### src/rtl/uart_xcvr.sv
// uart_xcvr: parametrised full-duplex UART (5..9 data bits, none/odd/even/mark/space parity, 1-2 stop bits).
// Optional macro UART_XCVR_LOOPBACK_EN adds a loopback input that routes the internal tx into the RX path.
//
// state     | meaning
// IDLE      | line idle; TX waits for a handshake, RX waits for a low sample
// START     | start bit; RX rejects a start that is high again at mid-bit
// DATA      | data bits, LSB first
// PARITY    | parity bit (skipped when PARITY = 0)
// STOP      | TX drives STOP_BITS bit times high; RX samples the first stop bit
module uart_xcvr #(
    parameter int CLK_FREQ     = 100000000,
    parameter int BAUD_RATE    = 115200,
    parameter int OVER_SAMPLES = 16,
    parameter int DATA_BITS    = 8,
    parameter int PARITY       = 0,
    parameter int STOP_BITS    = 1
) (
    input  logic                 clk,
    input  logic                 rst_n,
`ifdef UART_XCVR_LOOPBACK_EN
    input  logic                 loopback,
`endif
    input  logic                 rx,
    output logic                 tx,
    input  logic [DATA_BITS-1:0] tx_data,
    input  logic                 tx_valid,
    output logic                 tx_ready,
    output logic [DATA_BITS-1:0] rx_data,
    output logic                 rx_valid,
    input  logic                 rx_ready,
    output logic                 rx_parity_err,
    output logic                 rx_frame_err,
    output logic                 rx_overrun
);
    localparam int DIV   = (CLK_FREQ + BAUD_RATE * OVER_SAMPLES / 2) / (BAUD_RATE * OVER_SAMPLES);
    localparam int DIV_W = (DIV > 1) ? $clog2(DIV) : 1;
    localparam int OS_W  = $clog2(OVER_SAMPLES);
    localparam logic [DIV_W-1:0] DIV_LAST     = DIV_W'(DIV - 1);
    localparam logic [OS_W-1:0]  OS_LAST      = OS_W'(OVER_SAMPLES - 1);
    localparam logic [OS_W-1:0]  OS_HALF_LAST = OS_W'(OVER_SAMPLES / 2 - 1);
    localparam logic [3:0]       DATA_LAST    = 4'(DATA_BITS - 1);
    localparam logic [3:0]       STOP_LAST    = 4'(STOP_BITS - 1);

    if (DIV < 1) begin : g_bad_div
        $error("uart_xcvr: BAUD_RATE * OVER_SAMPLES too high for CLK_FREQ");
    end
    if (OVER_SAMPLES < 4 || (OVER_SAMPLES % 2) != 0) begin : g_bad_os
        $error("uart_xcvr: OVER_SAMPLES must be even and >= 4");
    end
    if (DATA_BITS < 5 || DATA_BITS > 9) begin : g_bad_data
        $error("uart_xcvr: DATA_BITS must be 5..9");
    end
    if (PARITY < 0 || PARITY > 4) begin : g_bad_par
        $error("uart_xcvr: PARITY must be 0..4");
    end
    if (STOP_BITS < 1 || STOP_BITS > 2) begin : g_bad_stop
        $error("uart_xcvr: STOP_BITS must be 1 or 2");
    end

    function automatic logic par_bit(input logic [DATA_BITS-1:0] d);
        case (PARITY)
            1:       par_bit = ~^d;
            2:       par_bit = ^d;
            3:       par_bit = 1'b1;
            default: par_bit = 1'b0;
        endcase
    endfunction

    typedef enum logic [2:0] {ST_IDLE, ST_START, ST_DATA, ST_PARITY, ST_STOP} state_t;

    logic             rst_done;
    logic [DIV_W-1:0] div_cnt;
    logic             tick;

    always_ff @(posedge clk) begin
        if (!rst_n) begin
            rst_done <= 1'b0;
            div_cnt  <= '0;
        end else begin
            rst_done <= 1'b1;
            div_cnt  <= tick ? DIV_LAST : div_cnt - 1'b1;
        end
    end

    assign tick = (div_cnt == '0);

    // ---------------- transmitter ----------------
    state_t                tx_state, tx_state_nxt;
    logic [OS_W-1:0]       tx_tcnt, tx_tcnt_nxt;
    logic [3:0]            tx_bidx, tx_bidx_nxt;
    logic [DATA_BITS-1:0]  tx_shift, tx_shift_nxt;
    logic                  tx_par, tx_par_nxt;
    logic                  tx_line;
    logic                  tx_bit_end;

    assign tx_ready   = (tx_state == ST_IDLE) && rst_done;
    assign tx_bit_end = tick && (tx_tcnt == '0);

    always_ff @(posedge clk) begin
        if (!rst_n) begin
            tx_state <= ST_IDLE;
            tx_tcnt  <= '0;
            tx_bidx  <= '0;
            tx_shift <= '0;
            tx_par   <= 1'b0;
        end else begin
            tx_state <= tx_state_nxt;
            tx_tcnt  <= tx_tcnt_nxt;
            tx_bidx  <= tx_bidx_nxt;
            tx_shift <= tx_shift_nxt;
            tx_par   <= tx_par_nxt;
        end
    end

    always_comb begin
        tx_state_nxt = tx_state;
        tx_tcnt_nxt  = tx_tcnt;
        tx_bidx_nxt  = tx_bidx;
        tx_shift_nxt = tx_shift;
        tx_par_nxt   = tx_par;
        tx_line      = 1'b1;
        if (tick) begin
            tx_tcnt_nxt = (tx_tcnt == '0) ? OS_LAST : tx_tcnt - 1'b1;
        end
        case (tx_state)
            ST_IDLE: begin
                if (tx_valid && tx_ready) begin
                    tx_state_nxt = ST_START;
                    tx_tcnt_nxt  = OS_LAST;
                    tx_shift_nxt = tx_data;
                    tx_par_nxt   = par_bit(tx_data);
                end
            end
            ST_START: begin
                tx_line = 1'b0;
                if (tx_bit_end) begin
                    tx_state_nxt = ST_DATA;
                    tx_bidx_nxt  = '0;
                end
            end
            ST_DATA: begin
                tx_line = tx_shift[0];
                if (tx_bit_end) begin
                    if (tx_bidx == DATA_LAST) begin
                        tx_state_nxt = (PARITY == 0) ? ST_STOP : ST_PARITY;
                        tx_bidx_nxt  = '0;
                    end else begin
                        tx_shift_nxt = tx_shift >> 1;
                        tx_bidx_nxt  = tx_bidx + 1'b1;
                    end
                end
            end
            ST_PARITY: begin
                tx_line = tx_par;
                if (tx_bit_end) begin
                    tx_state_nxt = ST_STOP;
                    tx_bidx_nxt  = '0;
                end
            end
            ST_STOP: begin
                if (tx_bit_end) begin
                    if (tx_bidx == STOP_LAST) tx_state_nxt = ST_IDLE;
                    else                      tx_bidx_nxt  = tx_bidx + 1'b1;
                end
            end
            default: tx_state_nxt = ST_IDLE;
        endcase
    end

    // ---------------- receiver ----------------
    logic rx_src;

`ifdef UART_XCVR_LOOPBACK_EN
    assign rx_src = loopback ? tx_line : rx;
    assign tx     = loopback ? 1'b1 : tx_line;
`else
    assign rx_src = rx;
    assign tx     = tx_line;
`endif

    logic [1:0]            rx_sync;
    logic                  rx_s;
    state_t                rx_state, rx_state_nxt;
    logic [OS_W-1:0]       rx_tcnt, rx_tcnt_nxt;
    logic [3:0]            rx_bidx, rx_bidx_nxt;
    logic [DATA_BITS-1:0]  rx_shift, rx_shift_nxt;
    logic                  rx_par, rx_par_nxt;
    logic                  rx_sample;
    logic                  frame_done;
    logic                  accept;
    logic                  perr_new;

    assign rx_s      = rx_sync[1];
    assign rx_sample = tick && (rx_tcnt == '0);
    assign accept    = rx_valid && rx_ready;
    assign perr_new  = (PARITY != 0) && (rx_par != par_bit(rx_shift));

    always_ff @(posedge clk) begin
        if (!rst_n) begin
            rx_sync  <= 2'b11;
            rx_state <= ST_IDLE;
            rx_tcnt  <= '0;
            rx_bidx  <= '0;
            rx_shift <= '0;
            rx_par   <= 1'b0;
        end else begin
            rx_sync  <= {rx_sync[0], rx_src};
            rx_state <= rx_state_nxt;
            rx_tcnt  <= rx_tcnt_nxt;
            rx_bidx  <= rx_bidx_nxt;
            rx_shift <= rx_shift_nxt;
            rx_par   <= rx_par_nxt;
        end
    end

    always_comb begin
        rx_state_nxt = rx_state;
        rx_tcnt_nxt  = rx_tcnt;
        rx_bidx_nxt  = rx_bidx;
        rx_shift_nxt = rx_shift;
        rx_par_nxt   = rx_par;
        frame_done   = 1'b0;
        if (tick) begin
            rx_tcnt_nxt = (rx_tcnt == '0) ? OS_LAST : rx_tcnt - 1'b1;
        end
        case (rx_state)
            ST_IDLE: begin
                if (tick && !rx_s) begin
                    rx_state_nxt = ST_START;
                    rx_tcnt_nxt  = OS_HALF_LAST;
                end
            end
            ST_START: begin
                if (rx_sample) begin
                    rx_state_nxt = rx_s ? ST_IDLE : ST_DATA;
                    rx_bidx_nxt  = '0;
                end
            end
            ST_DATA: begin
                if (rx_sample) begin
                    rx_shift_nxt = {rx_s, rx_shift[DATA_BITS-1:1]};
                    if (rx_bidx == DATA_LAST) rx_state_nxt = (PARITY == 0) ? ST_STOP : ST_PARITY;
                    else                      rx_bidx_nxt  = rx_bidx + 1'b1;
                end
            end
            ST_PARITY: begin
                if (rx_sample) begin
                    rx_par_nxt   = rx_s;
                    rx_state_nxt = ST_STOP;
                end
            end
            ST_STOP: begin
                if (rx_sample) begin
                    frame_done   = 1'b1;
                    rx_state_nxt = ST_IDLE;
                end
            end
            default: rx_state_nxt = ST_IDLE;
        endcase
    end

    // A frame finishing while the held one is still pending is dropped and flagged.
    always_ff @(posedge clk) begin
        if (!rst_n) begin
            rx_data       <= '0;
            rx_valid      <= 1'b0;
            rx_parity_err <= 1'b0;
            rx_frame_err  <= 1'b0;
            rx_overrun    <= 1'b0;
        end else begin
            if (frame_done && (!rx_valid || rx_ready)) begin
                rx_data       <= rx_shift;
                rx_parity_err <= perr_new;
                rx_frame_err  <= ~rx_s;
                rx_valid      <= 1'b1;
            end else if (accept) begin
                rx_valid <= 1'b0;
            end
            if (accept) begin
                rx_overrun <= 1'b0;
            end else if (frame_done && rx_valid) begin
                rx_overrun <= 1'b1;
            end
        end
    end
endmodule

### config.mk
export PLATFORM = sky130hd
export DESIGN_NAME = uart_xcvr
export DESIGN_NICKNAME = d
export VERILOG_FILES = /design/src/rtl/uart_xcvr.sv
export SDC_FILE = /design/constraint.sdc
export NUM_CORES = 1
export LEC_CHECK = 0
export CAP_MARGIN = 25
export CORE_UTILIZATION = 61
export CTS_CLUSTER_DIAMETER = 80
export DETAILED_ROUTE_END_ITERATION = 7
export GPL_TIMING_DRIVEN = 1
export PLACE_DENSITY = 0.83
export SYNTH_ARGS = -nofsm -noshare
export SYNTH_HDL_FRONTEND = slang
export SYNTH_SLANG_ARGS = --single-unit
export TNS_END_PERCENT = 50
### constraint.sdc
create_clock -name clk -period 4.1 [get_ports clk]
set_input_delay 0.41 -clock clk [delete_from_list [all_inputs] [get_ports clk]]
set_output_delay 0.41 -clock clk [all_outputs]
set_load 0.01 [all_outputs]
# [Word-level counts from Yosys, hierarchy flattened]
# Cells that the tools add are included.
[totals] register_bits=58 input_bits=13 out_inout_bits=14
[classes] n_addsub=5 n_eq_ne=27 n_mux=45 bitwise_logic=2 reduce_logical=30
[op_table] cell="4-bit two-way mux" n=16
[op_table] cell="3-bit two-way mux" n=13
[op_table] cell="2-bit != test (second input constant)" n=15
[op_table] cell="3-bit one-hot mux with 5 select lines" n=2
[op_table] cell="8-bit two-way mux" n=3
[op_table] cell="8-bit one-hot mux with 2 select lines" n=1
[op_table] cell="3-bit by 2-bit == test with 1-bit output (second input constant)" n=4
[op_table] cell="4-bit logical NOT" n=3
[op_table] cell="4-bit one-hot mux with 3 select lines" n=1
[op_table] cell="4-bit by 1-bit adder with 4-bit output (second input constant)" n=2
[op_table] cell="4-bit by 3-bit == test with 1-bit output (second input constant)" n=2
[op_table] cell="1-bit logical AND" n=8
[op_table] cell="4-bit one-hot mux with 2 select lines" n=1
[op_table] cell="4-bit AND reduction" n=2
[op_table] cell="4-bit by 1-bit subtractor with 4-bit output (second input constant)" n=2
[op_table] cell="7-bit AND reduction" n=1
[op_table] cell="3-bit by 1-bit == test with 1-bit output (second input constant)" n=2
[op_table] cell="3-bit == test (second input constant)" n=2
[op_table] cell="3-bit logical NOT" n=2
[op_table] cell="6-bit logical NOT" n=1
[op_table] cell="6-bit two-way mux" n=1
[op_table] cell="6-bit AND reduction" n=1
[op_table] cell="2-bit nonzero test" n=3
[op_table] cell="2-bit OR reduction" n=3
[op_table] cell="other kinds (11)" n=18

# [Depth between registers and ports, before layout]
# Gate-level depths: netlist (run 1).
[depth] ltp_word=6 ltp_mapped=8

# [Worst setup path after synthesis (run 1)]
# OpenSTA, ideal clock, no wires.
[synth_path] path_kind="flip-flop to flip-flop" from="register div_cnt[0]" to="register tx_bidx[0]" t_arrival_ns=2.117 setup_slack_ns=1.913 path_stages_with_launch=9 n_path_buf=2 cell_sequence="dfxtp_1 inv_1 ha_1 or3b_1 buf_2 or3_1 buf_2 or4b_1 a21oi_1"
[synth_via] elab_chain_len=4
[synth_rtl] item="start, declared" line_no="72" text="logic [DIV_W-1:0] div_cnt;"
[synth_rtl] item="start signal, assigned" line_no="81" text="div_cnt <= tick ? DIV_LAST : div_cnt - 1'b1;"
[synth_rtl] item="6-bit logical NOT (*)" line_no="85" text="assign tick = (div_cnt == '0);"
[synth_rtl] item="1-bit logical AND (*)" line_no="97" text="assign tx_bit_end = tick && (tx_tcnt == '0);"
[synth_rtl] item="2-bit by 1-bit != test with 1-bit output (no source line) / 2-bit != test (equally long branches)"
[synth_rtl] item="5-bit AND reduction (no source line) (*)"
[synth_rtl] item="end signal, assigned" line_no="109" text="tx_bidx <= tx_bidx_nxt;"
[synth_rtl] item="end, declared" line_no="90" text="logic [3:0] tx_bidx, tx_bidx_nxt;"
# Mark *: on every way between the ends. The rest lies on a longest branch, timed or not.
# A chain may end at the register's enable or synchronous reset.

# [Worst setup path after layout (run 1)]
[layout_path] from="register tx_tcnt[0]" to="register tx_bidx[0]"
[layout_via] elab_chain_len=4
[layout_rtl] item="start, declared" line_no="89" text="logic [OS_W-1:0] tx_tcnt, tx_tcnt_nxt;"
[layout_rtl] item="start signal, assigned" line_no="108" text="tx_tcnt <= tx_tcnt_nxt;"
[layout_rtl] item="4-bit logical NOT (*)" line_no="97"
[layout_rtl] item="1-bit logical AND (*)" line_no="97"
[layout_rtl] item="2-bit by 1-bit != test with 1-bit output (no source line) / 2-bit != test (equally long branches)"
[layout_rtl] item="5-bit AND reduction (no source line) (*)"
# Marks and branches as above.

==> results.md, run 1 <==
GRT:
- The global routing met1 resource utilization is 0.335.
- The first-pass GRT wire length is around 9500 um.
- The overall fraction of global-route tracks in use is 0.248.
- The aggregate global routing overflow is 0.
- In this run the most used layer during global routing was met2.
- The number of antenna violations at the first check in global routing came to 0.
- The global-route track usage on met2 is 0.373.
- The global-route track usage on met3 is 0.0669.
- Entering global routing, the biggest net connects 34 pins.
- The number of global-route vias before repair is ~2,100.

CTS:
- Counting the buffers created by CTS gives 9.
- The clock latency at the later pin of the worst-skew pair is roughly 0.34 ns.
- The clock tree from TritonCTS is yes.
- After clock tree synthesis, the flow added hold-fix buffers numbering 0.
- Clock tree synthesis found a total of 58 sinks.
- Once the clock tree was built, the setup fixing pass inserted 0 buffers.
- In this run the number of H-tree levels came out at 3.
- The clock passes through at most 2 buffers.
- The clock-pin slew on the worst setup and hold paths is 0.07 ns.
- The root buffer cell chosen for the clock tree is clkbuf_8.
- Once the clock tree was built, the resizer swapped 0 gates to a different size.

Worst setup path:
- The launch point of the worst reg-to-reg path is tx_tcnt[0].
- The startpoint class of the critical path is a register.
- For the worst setup path, the data arrival time is ~2.6 ns.
- For the worst setup path, the data required time is 4.37 ns.
- The critical path is of the register to register type.
- Of all nets on the critical path, the largest fanout is 8.
- The depth of the worst register-to-register path is 6.
- Broken down by cell family, the worst path's largest delay share belongs to simple AND/OR/NAND/NOR gates.
- The signal on the critical path passes through inv_1 > ha_1 > or3b_2 > or3_1 > or4b_1 > a21oi_1.
- The cell count along the critical path is 6.
- The terminus of the critical flop-to-flop path is tx_bidx[0].
- The stage delay of the slowest cell on the critical path is roughly 0.54 ns.
- The worst setup path is captured at a register.
- The number of buffer and inverter instances along the worst setup path is 1.
- The setup check on the worst reg-to-reg path leaves a slack of between 1.5 and 2 ns.
- The cell type of the slowest stage on the worst timing path is or4b_1.

Die:
- The area of the core is between 0.004 and 0.005 mm2.
- 27 I/O pins were placed.
- The die boundary width is about 69 um.
- The die is 69.4 um tall.
- The die covers 0.00482 mm2.
- After floorplanning, the core was divided into 24 placement rows.
- For this configuration, the core starts out at a cell density of 0.637.

Timing:
- The final worst-path cycle share is 0.569.
- Between clock sinks in the finished design, the worst skew comes to between 0.007 and 0.008 ns.
- Setup total negative slack on the finished layout was measured at 0 ns.
- Setup repair after global routing left no endpoint under its margin.
- The highest achievable clock rate is between 0.4 and 0.5 GHz.
- The final number of hold-violating endpoints is 0.
- In this run the tightest slew margin relative to its limit is 0.350.
- The transition time of the tightest slew-check pin is approximately 0.97 ns.
- The total count of max-transition violations in the final report is 0.
- The shortest clock period the worst path allows after layout is around 2.3 ns.
- The total setup violations reported at the end of the flow is 0.

Yosys:
- Of the post-synthesis cell area, the part taken by muxes is 0.101.
- The share of synthesized area occupied by flip-flops and latches is 0.419.
- After synthesis the netlist holds a flip-flop and latch count of just under 60.
- Synthesis produced 318 cells.
- The fraction of the mapped netlist area in compound gates is 0.135.
- The most instantiated flip-flop cell in the synthesis netlist is dfxtp_1.
- In this run, distinct cell masters in the synthesized netlist total 54.
- Yosys mapped a number of flops with a built-in enable equal to 0.
- The area share of xor/xnor cells in the synthesized design is 0.0126.
- The share of synthesized cell area in and, or, nand and nor gates is 0.261.
- After synthesis the cells add up to approximately 0.0028 mm2.
- By area, the combinational part of the netlist is dominated by simple AND/OR/NAND/NOR gates.
- Sorting the synthesized cells by area gives the leading types as dfxtp_1 (42%), mux2i_1 (7.2%), nand2_1 (5.8%).
- The mean area per synthesized cell is ~8.7 um2.
- The proportion of netlist area held by the largest area contributor is 0.419.
- The yosys synthesis warning count is 0.
- The fraction of the mapped netlist area in adder cells is 0.0271.
- The net count after synthesis is roughly 340.
- The top cell type by total area after synthesis is dfxtp_1.
- For this run, asynchronously set or reset flops after synthesis account for 0.

Finish:
- The antenna diode count is 0.
- The final standard cell area without fillers is 0.00328 mm2.
- The area growth from synthesis to layout is 18.4%.
- The total number of nets in the final design is roughly 360.
- The utilization after layout is 0.754.
- The final-layout fill cell count is roughly 310.
- In the final layout, the share of cells above drive strength 1 is 0.128.

Worst hold path:
- The class of the worst hold path is register to register.
- The cell depth of the worst min-delay path is 1.
- The path with the worst hold slack has its endpoint at rx_sync[1].
- The startpoint identified for the worst hold timing path is rx_sync[0].

Routing:
- The detailed router placed 2,367 vias in this run.
- The routed length per instance is 14.6 um.
- The mean number of vias per cell is 5.96.
- For this run, design rule violations remaining after detail routing come to 0.
- The routed design has slightly below 6000 um of wire.
- After the first detailed-routing iteration, the DRC count stood at between 150 and 200.
- The count of nets left with antenna violations once routing finished came out at 0.
- The pre-antenna-repair detailed-routing pass consisted of 5 iterations.

Placement:
- The congestion estimate from routability-driven global placement came to between 0.8 and 0.9.
- The placed cell area is around 0.0030 mm2.
- Detailed placement ended at an HPWL of 3790 um.
- The number of I/O port buffers is 25.

Status:
- The flow ran to the end, and the final reports show no timing, DRC or antenna violations.

Pwr:
- In this run the static leakage power is about 1.2 nW.
- VDD sags by at most 0.432 mV.
- In this run the power density over the cells is 568 mW/mm2.

Job:
- The tool flagged a number of max-cap violations equal to 0.
placed cells by master, fill, tap and decap left out, drive strengths merged, types with 2 or more instances in the layout:
cell | synthesis | layout
or3 | 3 | 3
mux2i | 20 | 20
nand3 | 7 | 7
or3b | 6 | 6
and2 | 2 | 2
nand3b | 3 | 3
a211oi | 2 | 2
dfxtp | 58 | 58
bufinv | 0 | 2
a311oi | 2 | 2
xnor2 | 3 | 3
nor2b | 5 | 5
clkbuf | 11 | 12
or4 | 5 | 5
buf | 6 | 3
nor4 | 4 | 4
ha | 6 | 6
nand2 | 43 | 43
nor2 | 25 | 25
or2 | 3 | 3
clkdlybuf4s50 | 0 | 25
a221oi | 3 | 3
or4b | 3 | 3
nor3b | 7 | 7
o41ai | 2 | 2
nand2b | 5 | 5
a31o | 2 | 2
a21oi | 25 | 25
nand4 | 3 | 3
mux2 | 7 | 7
o31ai | 3 | 3
inv | 13 | 13
o21ai | 10 | 10
nor3 | 6 | 6
power breakdown:
group	total (W)	switching, W	internal [W]
combinational	0.000532	0.000301	0.000231
sequential	0.000714	0.0000761	0.000638
clock	0.000620	0.000229	0.000391
total	0.00187	0.000606	0.00126
registers in the layout, summed over array words and instances (netlist names):
| name | count |
|---|---|
| div_cnt | 6 |
| rst_done | 1 |
| rx_bidx | 4 |
| rx_data | 8 |
| rx_frame_err | 1 |
| rx_overrun | 1 |
| rx_shift | 8 |
| rx_state | 3 |
| rx_sync | 2 |
| rx_tcnt | 4 |
| rx_valid | 1 |
| tx_bidx | 4 |
| tx_shift | 8 |
| tx_state | 3 |
| tx_tcnt | 4 |
cell families (layout without fill, tap and decap cells):
group,Yosys count,after routing
compound gates,58,58
other cells,1,1
buf+inv,30,57
fa+ha+maj,6,6
mux,27,27
flops,58,58
xor+xnor,4,4
simple gates,134,134
metal layers:
metal | wire [um] | up-vias
met3 | 316 | 17
li1 | - | 1179
met5 | 0 | -
met4 | 141 | 0
met1 | 2720 | 1107
met2 | 2620 | 64
worst max-delay path by stage:
stage,start,end,slack [ns]
6_report,tx_tcnt[0],tx_bidx[0],1.77
5_1_grt,div_cnt[0],tx_shift[7],1.59
4_1_cts,div_cnt[0],rx_state[0],1.79
3_5_place_dp,div_cnt[0],tx_shift[7],1.80
3_3_place_gp,div_cnt[0],tx_bidx[0],1.86
2_1_floorplan,div_cnt[0],tx_bidx[0],1.91
layout make-up:
class                   count  area, um2  share of cell area
clock buffers              12        165              0.0503
clock inverters             4       72.6              0.0221
inverters                  13       48.8              0.0149
multi-input cells         230       1500               0.456
flip-flops and latches     58       1160               0.354
well taps                  52       65.1              0.0198
repair buffers             28        273              0.0831
cell usage after synthesis (all sizes together), types with 2 or more instances:
cell type	instances
ha	6
nand3	7
nor4	4
o31ai	3
and2	2
nand2	43
o21ai	10
or3b	6
nor2b	5
or3	3
clkbuf	11
buf	6
a21oi	25
inv	13
a211oi	2
or4	5
nor3b	7
nand4	3
nand3b	3
dfxtp	58
a31o	2
xnor2	3
nand2b	5
mux2i	20
a311oi	2
o41ai	2
mux2	7
or2	3
or4b	3
nor3	6
nor2	25
a221oi	3
through the flow:
stage          instances  hold WS, ns  power [W]  setup slack, ns
2_1_floorplan        318        0.386    0.00112             1.91
3_3_place_gp         381        0.389    0.00122             1.86
3_5_place_dp         381        0.403    0.00124             1.80
4_1_cts              397        0.419    0.00187             1.79
5_1_grt              397        0.443    0.00196             1.59
6_report             397        0.412    0.00187             1.77
(Power assumes the default switching activity.)
==> run 2: changes to the inputs <==
--- a/config.mk
+++ b/config.mk
@@ -6,11 +6,11 @@
 export NUM_CORES = 1
 export LEC_CHECK = 0
 export CAP_MARGIN = 25
-export CORE_UTILIZATION = 61
+export CORE_UTILIZATION = 56
 export CTS_CLUSTER_DIAMETER = 80
 export DETAILED_ROUTE_END_ITERATION = 7
 export GPL_TIMING_DRIVEN = 1
-export PLACE_DENSITY = 0.83
+export PLACE_DENSITY = 0.77
 export SYNTH_ARGS = -nofsm -noshare
 export SYNTH_HDL_FRONTEND = slang
 export SYNTH_SLANG_ARGS = --single-unit
==> constraint.sdc (replaced) <==
create_clock -name clk -period 2.27 [get_ports clk]
set_input_delay 0.227 -clock clk [delete_from_list [all_inputs] [get_ports clk]]
set_output_delay 0.227 -clock clk [all_outputs]
set_load 0.01 [all_outputs]
==> results.md, run 2 (synthesized netlist as in run 1, its figures left out) <==
Routing:
- The count of routing violations after the opening detailed-route iteration came to 127 (-34%).
- The overall routed net length was 5690 um (-1.9%).
- The number of detailed-route iterations in the first pass is 4 (-1).
- The sum of routed wire segments on met1 is 2670 um (-1.8%).
- The number of DRC violations after detailed routing is 0 (unchanged).
- The detailed router used layers up to and including met4.
- The amount of wire on met3 after detailed routing is 314 um (-0.63%).
- The number of nets with antenna violations after detailed routing is 0 (unchanged).
- The routed length on met2 is 2630 um (+0.23%).
- The mean number of vias per cell is 5.59 (-6.3%).
- The via count is 2,381 (+0.59%).
- The routed length per instance came to 13.4 um (-8.6%).

Placement:
- The post-placement setup slack was -0.00988 ns (-1.81 ns).
- The detailed placement HPWL is 4020 um (+6.1%).
- The number of I/O port buffers was 25 (unchanged).
- The global placement routability congestion is 0.819 (+0.45%).
- The placed cell area was 0.00317 mm2 (+4.1%).

Job:
- The count of max-cap constraint violations is 0 (unchanged).

GRT:
- The number of antenna violations at the first check in global routing is 0 (unchanged).
- The number of global-route vias before repair was 2,122 (+1.3%).
- The first-pass GRT wire length is 9600 um (+0.50%).
- The aggregate global routing overflow is 0 (unchanged).
- The overall fraction of global-route tracks in use was 0.239 (-0.00900).
- The largest net degree at the start of global routing came to 33 (-2.9%).

Finish:
- The most frequent standard cell in the layout excluding fill and tap cells is dfxtp_1.
- The fraction of layout cells with a size suffix above 1 came to 0.164 (+0.0368).
- In the layout the commonest cells are dfxtp_1 (58), nand2_1 (43), a21oi_1 (25), nor2_1 (25), clkdlybuf4s50_1 (25).
- The antenna diode count was 0 (unchanged).
- The sequential cell area is 0.00116 mm2 (unchanged).
- The area of the multi-input gates is 0.00151 mm2 (+0.50%).
- The final standard cell area without fillers is 0.00337 mm2 (+2.6%).
- The area growth from synthesis to layout is 21.4%.
- The utilization after layout came to 0.708 (-0.0459).
- In the final layout, the registers with the most flip-flops are rx_data: 8 flops, rx_shift: 8 flops, tx_shift: 8 flops.
- The total number of nets in the final design was 373 (+3.9%).
- The final-layout fill cell count was 400 (+28%).

CTS:
- The clock latency at the later pin of the worst-skew pair is 0.34 ns (about the same).
- The maximum level of the CTS H-tree came to 3 (unchanged).
- The clock sink total is 58 (unchanged).
- The number of hold-repair buffers added at the cts stage is 0 (unchanged).
- Clock tree synthesis selected as its root buffer the cell clkbuf_8.
- The clock-pin slew on the worst setup and hold paths is 0.07 ns (about the same).
- The number of buffers created by CTS was 9 (unchanged).
- The buffer levels on the longest clock path is 2 (unchanged).
- The number of setup buffers added after CTS is 0 (unchanged).
- The clock tree from TritonCTS is yes.

Worst hold path:
- The startpoint identified for the worst hold timing path is rx_sync[0].
- The tightest min-delay check is of the register to register type.
- The end point of the worst hold path is rx_sync[1].
- The cell depth of the worst min-delay path is 1 (unchanged).

Die:
- The die boundary width was 72.4 um (+4.2%).
- The area of the core was 0.00475 mm2 (+9.2%).
- The starting density of the core is 0.583 (-0.0536).
- The number of ports placed on the die boundary is 27 (unchanged).
- The die area is 0.00524 mm2 (+8.7%).
- The die span in y is 72.4 um (+4.2%).
- The row count is 25 (+4.2%).

Timing:
- The total count of max-transition violations in the final report is 0 (unchanged).
- The highest achievable clock rate is 0.463 GHz (+8.1%).
- The final number of hold-violating endpoints came to 0 (unchanged).
- The worst clock skew came to 0.00436 ns (-0.00363 ns).
- Setup repair after global routing left no endpoint under its margin.
- The final setup slack of the worst path was 0.110 ns (-1.66 ns).
- The transition time of the tightest slew-check pin is 0.498 ns (-0.476 ns).
- The final worst-path cycle share is 0.951 (+0.382).
- The worst slew margin relative to its limit came to 0.663 (+0.313).
- The total setup violations reported at the end of the flow was 0 (unchanged).
- The shortest clock period the worst path allows after layout is 2.16 ns (-0.174 ns).

Pwr:
- The power consumption is 0.00325 W (+74%).
- The power density over cell area is 965 mW/mm2 (+70%).
- The static leakage is 1.27 nW (+3.7%).
- The worst ir drop on vdd is 0.750 mV (+74%).

Worst setup path:
- The register-to-register path setup slack was 0.11 ns (-1.66 ns).
- STA classifies the critical path endpoint as a register.
- The maximum fanout encountered on the critical timing path is 5 (-3).
- The depth of the worst register-to-register path is 6 (unchanged).
- The critical path starts at div_cnt[0].
- STA classifies the critical path startpoint as a register.
- The worst path required time is 2.54 ns (-1.83 ns).
- The data arrival time at the worst-slack endpoint is 2.43 ns (-0.17 ns).
- The launch point of the worst reg-to-reg path is div_cnt[0].
- The terminus of the critical flop-to-flop path is tx_bidx[0].
- The type of the setup path with the least slack is register to register.

Status:
- The run finished with clean final reports.
==> run 2: changes by cell type in the layout (fill, tap and decap cells not counted), sizes merged <==
cell / delta
buf: +14
bufinv: -2
clkinv: +1
clkinvlp: +1
==> run 2: power breakdown <==
part           switching (W)  internal [W]  leakage, nW
clock               0.000421      0.000481       0.0944
sequential          0.000138       0.00115        0.472
combinational       0.000557      0.000501        0.704
total                0.00112       0.00213         1.27
==> run 2: worst max-delay path by stage <==
stage | depth (start not counted) | to | slack (ns)
finish | 6 | tx_bidx[0] | 0.11
global route | 6 | tx_bidx[0] | 0.01
CTS | 6 | tx_bidx[0] | 0.02
detailed placement | 6 | tx_bidx[0] | -0.01
global placement | 6 | tx_bidx[0] | 0.09
floorplan | 8 | tx_bidx[0] | 0.08
==> run 2: timing repair <==
item,in CTS,in global routing
pin swaps,0,0
gates resized for setup,1,1
endpoints found under the setup margin,1,2
==> run 2: final cells by class <==
class,count,area share
Multi-Input combinational cell,230,0.447
Sequential cell,58,0.345
Timing Repair Buffer,42,0.112
Clock buffer,12,0.0491
Tap cell,67,0.0249
Inverter,13,0.0145
Clock inverter,4,0.00743
==> run 2: per-layer routing <==
| metal | track usage | vias up |
|---|---|---|
| met2 | 0.373 | 53 |
| met5 | 0 | - |
| met3 | 0.0722 | 7 |
| met4 | 0.100 | 0 |
| met1 | 0.306 | 1122 |
| li1 | - | 1199 |
==> run 2: through the flow <==
step | std cells | setup TNS, ns | hold WS (ns)
4_1_cts | 426 | 0 | 0.447
2_1_floorplan | 318 | 0 | 0.255
3_5_place_dp | 410 | -0.00988 | 0.418
6_report | 426 | 0 | 0.436
5_1_grt | 426 | 0 | 0.455
3_3_place_gp | 410 | 0 | 0.413
==> run 2: critical path, cell delays in order (launching register included) <==
cell and delay [ns]:
dfxtp_1 0.33, inv_1 0.07, ha_1 0.20, or3b_1 0.40, or3_4 0.42, or4b_1 0.51
a21oi_1 0.17
